<file path="src/rtl/sram_fifo_ctrl.sv">
// Valid/ready FIFO controller around an external single-read/single-write SRAM,
// with a registered output stage. Define SRAM_FIFO_BYPASS_EN to let a push into an empty FIFO skip the SRAM.
module sram_fifo_ctrl #(
  parameter int DEPTH      = 16,
  parameter int DATA_WIDTH = 8
) (
  input  logic                          clk,
  input  logic                          rst_n,
  input  logic                          flush,
  input  logic                          push_valid,
  output logic                          push_ready,
  input  logic [DATA_WIDTH-1:0]         push_data,
  output logic                          pop_valid,
  input  logic                          pop_ready,
  output logic [DATA_WIDTH-1:0]         pop_data,
  output logic [$clog2(DEPTH+2)-1:0]    count,
  output logic                          sram_wr_en,
  output logic [$clog2(DEPTH)-1:0]      sram_write_address,
  output logic [DATA_WIDTH-1:0]         sram_new_data,
  output logic [$clog2(DEPTH)-1:0]      sram_read_address,
  input  logic [DATA_WIDTH-1:0]         sram_data_in
);

  localparam int AW = $clog2(DEPTH);
  localparam int CW = $clog2(DEPTH+2);
  localparam logic [AW:0]   DEPTH_C = (AW+1)'(DEPTH);
  localparam logic [AW:0]   CNT_ONE = (AW+1)'(1);
  localparam logic [AW-1:0] PTR_ONE = AW'(1);

  logic [AW-1:0]         wr_ptr_q, wr_ptr_d;
  logic [AW-1:0]         rd_ptr_q, rd_ptr_d;
  logic [AW:0]           sram_count_q, sram_count_d;
  logic                  out_valid_q, out_valid_d;
  logic [DATA_WIDTH-1:0] pop_data_q, pop_data_d;

  logic push_fire, pop_fire, load, bypass, wr_en;

  // Handshakes: a transfer happens on a cycle where valid & ready are both high.
  // push_ready depends only on registered occupancy and flush; pop_valid/pop_data
  // come straight from the output register and hold while stalled.
  always_comb begin
    push_ready = (sram_count_q < DEPTH_C) & !flush;
    push_fire  = push_valid & push_ready;
    pop_fire   = out_valid_q & pop_ready;
    load       = (sram_count_q != '0) & (!out_valid_q | pop_fire) & !flush;
`ifdef SRAM_FIFO_BYPASS_EN
    bypass     = push_fire & (sram_count_q == '0) & (!out_valid_q | pop_fire);
`else
    bypass     = 1'b0;
`endif
    wr_en      = push_fire & !bypass;
  end

  always_comb begin
    wr_ptr_d     = wr_ptr_q;
    rd_ptr_d     = rd_ptr_q;
    sram_count_d = sram_count_q;
    out_valid_d  = out_valid_q;
    pop_data_d   = pop_data_q;
    if (flush) begin
      wr_ptr_d     = '0;
      rd_ptr_d     = '0;
      sram_count_d = '0;
      out_valid_d  = 1'b0;
    end else begin
      if (wr_en) wr_ptr_d = wr_ptr_q + PTR_ONE;
      if (load)  rd_ptr_d = rd_ptr_q + PTR_ONE;
      case ({wr_en, load})
        2'b10:   sram_count_d = sram_count_q + CNT_ONE;
        2'b01:   sram_count_d = sram_count_q - CNT_ONE;
        default: sram_count_d = sram_count_q;
      endcase
      // load and bypass are exclusive: one needs SRAM data, the other an empty SRAM.
      if (load) begin
        out_valid_d = 1'b1;
        pop_data_d  = sram_data_in;
      end else if (bypass) begin
        out_valid_d = 1'b1;
        pop_data_d  = push_data;
      end else if (pop_fire) begin
        out_valid_d = 1'b0;
      end
    end
  end

  always_ff @(posedge clk) begin
    if (!rst_n) begin
      wr_ptr_q     <= '0;
      rd_ptr_q     <= '0;
      sram_count_q <= '0;
      out_valid_q  <= 1'b0;
      pop_data_q   <= '0;
    end else begin
      wr_ptr_q     <= wr_ptr_d;
      rd_ptr_q     <= rd_ptr_d;
      sram_count_q <= sram_count_d;
      out_valid_q  <= out_valid_d;
      pop_data_q   <= pop_data_d;
    end
  end

  always_comb begin
    pop_valid          = out_valid_q;
    pop_data           = pop_data_q;
    count              = CW'(sram_count_q) + CW'(out_valid_q);
    sram_wr_en         = wr_en;
    sram_write_address = wr_ptr_q;
    sram_new_data      = push_data;
    sram_read_address  = rd_ptr_q;
  end

endmodule

</file>
<file path="config.mk">
export PLATFORM = sky130hd
export DESIGN_NAME = sram_fifo_ctrl
export DESIGN_NICKNAME = d
export VERILOG_FILES = /design/src/rtl/sram_fifo_ctrl.sv
export SDC_FILE = /design/constraint.sdc
export NUM_CORES = 1
export LEC_CHECK = 0
export BUFFER_PORTS_ARGS = -buffer_cell sky130_fd_sc_hd__buf_2
export CELL_PAD_IN_SITES_DETAIL_PLACEMENT = 1
export CELL_PAD_IN_SITES_GLOBAL_PLACEMENT = 1
export CORE_MARGIN = 2
export CORE_UTILIZATION = 30
export CTS_CLUSTER_DIAMETER = 100
export DETAILED_ROUTE_END_ITERATION = 6
export GPL_TIMING_DRIVEN = 0
export MAX_ROUTING_LAYER = met4
export PLACE_DENSITY = 0.77
export SYNTH_ARGS = -nofsm -noshare
export SYNTH_HDL_FRONTEND = slang
export SYNTH_SLANG_ARGS = --single-unit
</file>
<file path="constraint.sdc">
create_clock -name clk -period 2.4 [get_ports clk]
set_input_delay 0.36 -clock clk [delete_from_list [all_inputs] [get_ports clk]]
set_output_delay 0.36 -clock clk [all_outputs]
set_load 0.005 [all_outputs]
</file>
==> results.toml, run 1 <==
[pwr]
p_per_area_mw_per_mm2 = 473
leakage_uw = 0.000755
ir_drop_v = 0.000248
power_uw = 750

[global_routing]
grt_pass1_wl_um = 4620
grt_max_degree = 13
grt_pass1_vias = 1070
antenna_found_initial = 0
grt_usage = 0.139
grt-ovfl-total = 0

[logic_synthesis]
synth_top_area_share = 0.368
synth-adder-area-share = 0.100
synth_mux_area_frac = 0.109
syn_avg_cell_area_um2 = 9.57
syn_nets = 155
synth_xor_area_frac = 0.0659
ys.flop_type = "dfxtp_1"
synthTopCellsByArea = "dfxtp_1 (37%), mux2i_1 (11%), ha_1 (8.4%)"
synth_cells = 125
synth_warnings = 0
synth_edf_count = 0
syn-cell-area_mm2 = 0.00120
ys_async_sr_fraction = 0
ys_types = 26
synth_top_family_by_area = "simple AND/OR/NAND/NOR gates"
yosysTopAreaCell = "dfxtp_1"
yosys_register_bits = 22
synth_compound_area_frac = 0.0575
synth_simple_gate_area_share = 0.218
yosys-top-cells-count = "dfxtp_1 (22), nor2_1 (18), mux2i_1 (13)"
synth-seq-area-share = 0.368
synth.most_common_cell = "dfxtp_1"

[timing]
timing.final.crit_share = 0.939
slew_headroom = 0.663
tightest_slew_ns = 0.506
post-route-min-period_ns = 2.25
hold_viol_final = 0
fin_skew_ns = 0.00326
fmax_mhz = 444
finalSetupViolCount = 0
maxSlewViolCount = 0
whs_ns = 0.351

[drt]
drt-initial-drc-count = 22
viasPerCell = 4.66
ant_nets = 0
post_drt_wl_per_cell_um = 12.0
dr.pass1.iters = 3
route.detailed.drc = 0
postRouteWirelength_um = 2690
vias = 1043

[cts]
htree_levels = 1
path_clk_slew_ns = 0.08
cts_tree = "done"
clockBufferDepth = 2
clk_latency_ns = 0.26
cts_buffers = 3
root_buffer = "clkbuf_8"
cts.sinks = 22

[placement]
gp_congestion = 0.798
dpl_cell_area_mm2 = 0.00149
dp_hpwl_um = 2130
numPlacedInstances = 217
port_buffers = 44

[die]
rows = 22
start_util = 0.320
die_h_um = 67.1
dieArea_mm2 = 0.00451
dieWidth_um = 67.1
io_pins = 53
coreArea_mm2 = 0.00374

[min_path]
hold_class = "input pin to register"

[critical_path]
crit_family = "adder cells"
worstSetupEndpointType = "register"
cp.required_ns = 2.59
crit_chain = "nor3_2 > a211oi_4 > buf_6 > ha_4 > inv_1 > fa_1 > nand2b_1 > a21oi_2 > mux2i_1 > mux2i_1"
critPathSlowestCell = "dfxtp_4"
path_max_fanout = 6
startpoint_type = "register"
critPathArrivalTime_ns = 2.45
critPathMaxStageDelay_ns = 0.39
critPathKind = "register to register"
cp_num_buf_inv = 2
critPathMostFrequentCell = "mux2i_1"

[layout]
drive_gt1_frac = 0.409
n_antenna_cell = 0
fillers = 467
areaGrowthSynthToFinish_pct = 32.6
layout.nets = 207
final_util = 0.424
final_area_mm2 = 0.00159
instances_no_fill = 224

[run]
cap_violations = 0

[outcome]
outcome = "complete, no violations"
## cells by family (layout without fill, tap and decap cells)
family                   after synthesis  in the layout
AO/OA/AOI/OAI                          9              9
XOR/XNOR                               9              9
adder cells (fa/ha/maj)                9              9
buffers and inverters                 16             67
flip-flops                            22             22
multiplexers                          13             13
AND/OR/NAND/NOR                       47             47
## layout by cell type (no fill, tap or decap)
| cell | netlist | layout |
|---|---|---|
| a211oi_4 | 1 | 1 |
| a21o_1 | 1 | 1 |
| a21oi_1 | 5 | 4 |
| a21oi_2 | 0 | 1 |
| a31o_2 | 1 | 1 |
| buf_2 | 0 | 44 |
| buf_4 | 8 | 11 |
| buf_6 | 1 | 1 |
| clkbuf_1 | 3 | 3 |
| clkbuf_8 | 0 | 4 |
| dfxtp_1 | 22 | 17 |
| dfxtp_2 | 0 | 1 |
| dfxtp_4 | 0 | 4 |
| fa_1 | 1 | 1 |
| ha_1 | 8 | 7 |
| ha_4 | 0 | 1 |
| inv_1 | 4 | 4 |
| mux2i_1 | 13 | 13 |
| nand2_1 | 5 | 5 |
| nand2b_1 | 4 | 4 |
| nand3_1 | 4 | 4 |
| nand4_1 | 1 | 1 |
| nand4_4 | 1 | 1 |
| nand4b_1 | 1 | 1 |
| nor2_1 | 18 | 18 |
| nor2b_1 | 10 | 10 |
| nor3_2 | 1 | 1 |
| nor3b_2 | 1 | 1 |
| o21a_1 | 1 | 1 |
| or4_1 | 1 | 1 |
| xnor2_1 | 4 | 4 |
| xor2_1 | 5 | 5 |
## per-stage QoR
stage               setup slack (ns)  setup TNS, ns
global route                -0.00316       -0.00316
finish                         0.147              0
CTS                           0.0564              0
detailed placement            -0.239         -0.239
global placement              -0.214         -0.214
floorplan                     0.0137              0
## what timing repair did
action / CTS / global route
setup endpoints to repair: 1 / 1
pin swaps: 1 / 1
hold buffers: 0 / 0
buffers inserted: 2 / 1
resized for setup: 2 / 5
## worst paths after layout
kind / from / end / slack [ns] / depth (start not counted)
min: sram_data_in[1] / pop_data[1] / 0.35 / 3
max reg2reg: sram_count_q[1] / sram_count_q[4] / 0.15 / 10
min reg2reg: sram_read_address[3] / sram_read_address[3] / 0.47 / 2
max: sram_count_q[1] / sram_count_q[4] / 0.15 / 10
## area by class of cell
cell class	instances	area, um^2	share of cell area
inverter	4	15.0	0.00946
clock buffer	4	55.1	0.0347
multi-input combinational	87	674	0.425
buffer	12	82.6	0.0521
tap	48	60.1	0.0379
timing repair buffer	47	243	0.153
sequential	22	457	0.288
## report_power, final
part	switching [uW]	leakage, uW	internal, uW
Clock	124	0.0000288	146
Combinational	48.8	0.000545	54.8
Sequential	6.71	0.000181	369
Total	180	0.000755	570
## state kept, by name (all words and copies together), names as in the netlist
register,count
pop_data,8
sram_count_q,5
sram_read_address,4
sram_write_address,4
pop_valid,1
## layer usage
metal  wire length, um  vias to the layer above  global-route usage
met3               138                        4              0.0250
met5                 0                        -                   -
li1                  -                      508                   -
met1              1200                      497               0.161
met4                27                        0              0.0459
met2              1320                       34               0.243
## worst register-to-register path, cell delays in order, from the launching register on
cell and delay [ns]:
dfxtp_4 0.39, nor3_2 0.07, a211oi_4 0.26, buf_6 0.14, ha_4 0.14, inv_1 0.06, fa_1 0.39, nand2b_1 0.17
a21oi_2 0.13, mux2i_1 0.24, mux2i_1 0.19
Power figures use the tool's default switching activity.
==> run 2: changes to the inputs <==
MAX_ROUTING_LAYER = default   (was met4)
==> results.toml, run 2 (synthesis gave the netlist of run 1 again) <==
[timing]
fin_skew_ns = 0.00371
whs_ns = 0.350
maxSlewViolCount = 0
slew_headroom = 0.663
finalSetupViolCount = 0
timing.final.crit_share = 0.939
post-route-min-period_ns = 2.25
hold_viol_final = 0
fmax_mhz = 444
tightest_slew_ns = 0.506

[critical_path]
critPathKind = "register to register"
timing.rr.end = "sram_count_q[4]"
cp_num_buf_inv = 2
critPathArrivalTime_ns = 2.45
cp.required_ns = 2.59
path_max_fanout = 6
critPathSlowestCell = "dfxtp_4"
critPathMaxStageDelay_ns = 0.39
r2r_setup_slack_ns = 0.15
critPathMostFrequentCell = "mux2i_1"
worstSetupEndpointType = "register"
r2r_cells = 10
crit_chain = "nor3_2 > a211oi_4 > buf_6 > ha_4 > inv_1 > fa_1 > nand2b_1 > a21oi_2 > mux2i_1 > mux2i_1"
r2r-start = "sram_count_q[1]"
startpoint_type = "register"
path_depth = 10
crit_family = "adder cells"

[cts]
htree_levels = 1
path_clk_slew_ns = 0.08
cts.sinks = 22
clk_latency_ns = 0.27
clockBufferDepth = 2
root_buffer = "clkbuf_8"
cts_buffers = 3
ctsHoldBuffers = 0
cts_tree = "done"

[drt]
drt-initial-drc-count = 21
route.detailed.drc = 0
dr.pass1.iters = 2
vias = 1042
ant_nets = 0
post_drt_wl_per_cell_um = 12.0
postRouteWirelength_um = 2680
viasPerCell = 4.65

[layout]
areaGrowthSynthToFinish_pct = 32.6
mostFrequentLayoutCells = "buf_2 (44), nor2_1 (18), dfxtp_1 (17)"
largest_register_ffs = 8
drive_gt1_frac = 0.409
layout.nets = 207
layout.cells.most_common = "buf_2"
instances_no_fill = 224
n_antenna_cell = 0

[die]
rows = 22
start_util = 0.320
coreArea_mm2 = 0.00374
dieArea_mm2 = 0.00451
io_pins = 53
dieWidth_um = 67.1
die_h_um = 67.1

[pwr]
leakage_uw = 0.000755
ir_drop_v = 0.000248
p_per_area_mw_per_mm2 = 473

[run]
cap_violations = 0

[placement]
gp_congestion = 0.787
dp_hpwl_um = 2130
port_buffers = 44
numPlacedInstances = 217

[global_routing]
grt-ovfl-total = 0
grt_usage = 0.135
grt_max_degree = 13
grt_pass1_wl_um = 4630
grt_pass1_vias = 1069
antenna_found_initial = 0

[min_path]
min_to = "pop_data[1]"
hold_depth = 3
hold_class = "input pin to register"
hold_start = "sram_data_in[1]"

[outcome]
outcome = "complete, no violations"
[run 2: cell counts in the layout (fill, tap and decap cells not counted)]
No cell type changed its count.
[run 2: metal layers]
metal,track usage,share of wire,up-vias
li1,-,-,508
met1,0.158,0.44,496
met2,0.243,0.49,34
met3,0.0300,0.059,4
met4,0.0459,0.011,0
met5,0,0,-
[run 2: power breakdown]
group	switching, uW	internal, uW	leakage [uW]
clock	125	146	0.0000288
sequential	6.72	369	0.000181
combinational	48.8	54.8	0.000545
total	180	570	0.000755
[run 2: worst reg2reg max path: stages (launching register included)]
cell	delay, ns
dfxtp_4	0.39
nor3_2	0.07
a211oi_4	0.26
buf_6	0.14
ha_4	0.14
inv_1	0.06
fa_1	0.39
nand2b_1	0.17
a21oi_2	0.13
mux2i_1	0.24
mux2i_1	0.19
[run 2: how the worst max path moves through the flow]
stage / from / to
6_report: sram_count_q[1] / sram_count_q[4]
3_5_place_dp: sram_count_q[1] / sram_count_q[4]
4_1_cts: sram_count_q[4] / sram_count_q[4]
5_1_grt: sram_count_q[3] / sram_count_q[4]
2_1_floorplan: pop_valid / sram_count_q[4]
3_3_place_gp: sram_count_q[0] / sram_count_q[4]
[run 2: metrics by stage]
stage	setup TNS (ns)	area, um^2	setup slack (ns)	power, uW	utilization
4_1_cts	0	1570	0.0564	769	0.418
3_5_place_dp	-0.239	1490	-0.239	490	0.399
6_report	0	1590	0.146	750	0.424
3_3_place_gp	-0.214	1490	-0.214	485	0.399
2_1_floorplan	0	1210	0.0137	450	-
5_1_grt	-0.00316	1590	-0.00316	788	0.424
[run 2: area by class of cell]
class,count,area [um^2]
well taps,48,60.1
clock buffers,4,55.1
multi-input cells,87,674
inverters,4,15.0
repair buffers,47,243
flip-flops and latches,22,457
fillers,467,2160
plain buffers,12,82.6
[run 2: repair_timing]
action / in CTS / in global routing
setup buffers: 2 / 1
endpoints found under the hold margin: 0 / 0
pin swaps: 1 / 1
gates resized for setup: 2 / 5
setup endpoints to repair: 1 / 1
==> run 3: changes to the inputs <==
--- a/config.mk
+++ b/config.mk
@@ -16,2 +16,3 @@
 export PLACE_DENSITY = 0.77
+export SKIP_LAST_GASP = 1
 export SYNTH_ARGS = -nofsm -noshare
==> constraint.sdc (replaced) <==
create_clock -name clk -period 2.4 [get_ports clk]
set_input_delay 0.72 -clock clk [delete_from_list [all_inputs] [get_ports clk]]
set_output_delay 0.72 -clock clk [all_outputs]
set_load 0.005 [all_outputs]
==> results.toml, run 3 (synthesis gave the netlist of run 1 again) <==
[cts]
clockBufferDepth = 2
root_buffer = "clkbuf_8"
path_clk_slew_ns = 0.08
htree_levels = 1
ctsHoldBuffers = 0
cts.sinks = 22
cts_tree = "done"
clk_latency_ns = 0.27
cts_buffers = 3

[global_routing]
grt-ovfl-total = 0
grt_pass1_wl_um = 4920
grt_usage = 0.148
grt_max_degree = 14
antenna_found_initial = 0
grt_pass1_vias = 1155

[min_path]
hold_start = "sram_read_address[3]"
hold_class = "register to register"
hold_depth = 2
min_to = "sram_read_address[3]"

[timing]
timing.final.crit_share = 0.961
fmax_mhz = 433
maxSlewViolCount = 0
slew_headroom = 0.678
setup_slack_ns = 0.0926
post-route-min-period_ns = 2.31
tightest_slew_ns = 0.483
hold_viol_final = 0
finalSetupViolCount = 0
fin_tns_setup_ns = 0
fin_skew_ns = 0.00550

[critical_path]
cp_num_buf_inv = 3
path_max_fanout = 5
startpoint_type = "input pin"
worstSetupStartpoint = "pop_ready"
worstSetupEndpointType = "register"
critPathSlowestCell = "fa_2"
r2r-start = "sram_count_q[4]"
r2r_cells = 10
r2r_setup_slack_ns = 0.13
cp.required_ns = 2.60
critPathArrivalTime_ns = 2.51
timing.rr.end = "sram_count_q[4]"
crit_family = "adder cells"
crit_chain = "buf_6 > nor2b_4 > a211oi_4 > buf_6 > ha_4 > inv_4 > fa_2 > nand2b_4 > a21oi_2 > mux2i_1 > mux2i_1"
critPathKind = "input pin to register"
critPathMaxStageDelay_ns = 0.36

[pwr]
ir_drop_v = 0.000287
p_int_uw = 657
p_per_area_mw_per_mm2 = 504
clkPwrFrac = 0.417
p_switching_uw = 191
p_sw_frac = 0.225
pwr-share-seq = 0.446
comb_power_share = 0.137
leakage_uw = 0.000799

[die]
dieArea_mm2 = 0.00451
dieWidth_um = 67.1
io_pins = 53
rows = 22
die_h_um = 67.1
start_util = 0.320
coreArea_mm2 = 0.00374

[placement]
dp_hpwl_um = 2300
port_buffers = 44
dpl_cell_area_mm2 = 0.00151
pre_cts_slack_ns = -0.555
gp_congestion = 0.710
numPlacedInstances = 217

[layout]
fillers = 463
multiInputGateArea_um2 = 711
n_antenna_cell = 0
largest_register_ffs = 8
final-seq-area_um2 = 449
layout.cells.most_common = "buf_2"
final_area_mm2 = 0.00168
layout.nets = 212
drive_gt1_frac = 0.453
instances_no_fill = 229
areaGrowthSynthToFinish_pct = 40.5
mostFrequentLayoutCells = "buf_2 (42), nor2_1 (18), buf_4 (17), dfxtp_1 (17), mux2i_1 (13)"

[drt]
vias = 1066
drt-initial-drc-count = 24
post_drt_wl_per_cell_um = 13.3
postRouteWirelength_um = 3050
route.detailed.drc = 0
dr.pass1.iters = 2
viasPerCell = 4.66
ant_nets = 0

[outcome]
outcome = "complete, no violations"

[run]
cap_violations = 0
## run 3: worst max path at each step
stage                                 end  cells past startpoint  slack, ns
after detailed placement  sram_count_q[4]                     10      -0.56
after floorplan           sram_count_q[4]                      9      -0.17
after CTS                 sram_count_q[4]                     10      0.008
final                     sram_count_q[4]                     11       0.09
after global routing      sram_count_q[4]                     11      -0.01
after global placement    sram_count_q[4]                     10      -0.49
## run 3: metal layers
layer  track usage  wire length (um)  up-vias
met5             0                 0        -
met4        0.0638                58        0
met3        0.0533               251        6
met2         0.287              1630       42
met1         0.136              1110      497
li1              -                 -      521
## run 3: power by group through the flow
stage                     combinational, uW  sequential (uW)  clock, uW
after global routing                    129              380        376
after global placement                  100              387          0
final                                   116              378        353
after CTS                               110              379        357
after floorplan                        64.7              387          0
after detailed placement                106              387          0
## run 3: worst register-to-register path, stage by stage, from the launching register on
cell      delay [ns]
dfxtp_2         0.43
nor3_2          0.09
a211oi_4        0.23
buf_6           0.14
ha_4            0.17
inv_4           0.05
fa_2            0.36
nand2b_4        0.15
a21oi_2         0.12
mux2i_1         0.25
mux2i_1         0.21
## run 3: per-stage QoR
stage               total power, uW  hold slack, ns   util
CTS                             846           0.485  0.428
detailed placement              493           0.474  0.402
finish                          847           0.481  0.449
global route                    885           0.514  0.449
floorplan                       452           0.462      -
global placement                487           0.454  0.402
## run 3: timing repair
action                     in CTS  in global routing
cloned                          0                  0
resized for setup               4                  9
setup buffers                   2                  6
pin swaps                       3                  4
setup endpoints to repair       4                  1
## run 3: area by class of cell
cell class | instances | area share
Multi-Input combinational cell | 87 | 0.423
Sequential cell | 22 | 0.267
Timing Repair Buffer | 52 | 0.172
Buffer | 12 | 0.0491
Tap cell | 48 | 0.0357
Clock buffer | 3 | 0.0246
Clock inverter | 1 | 0.0179
Inverter | 4 | 0.0104
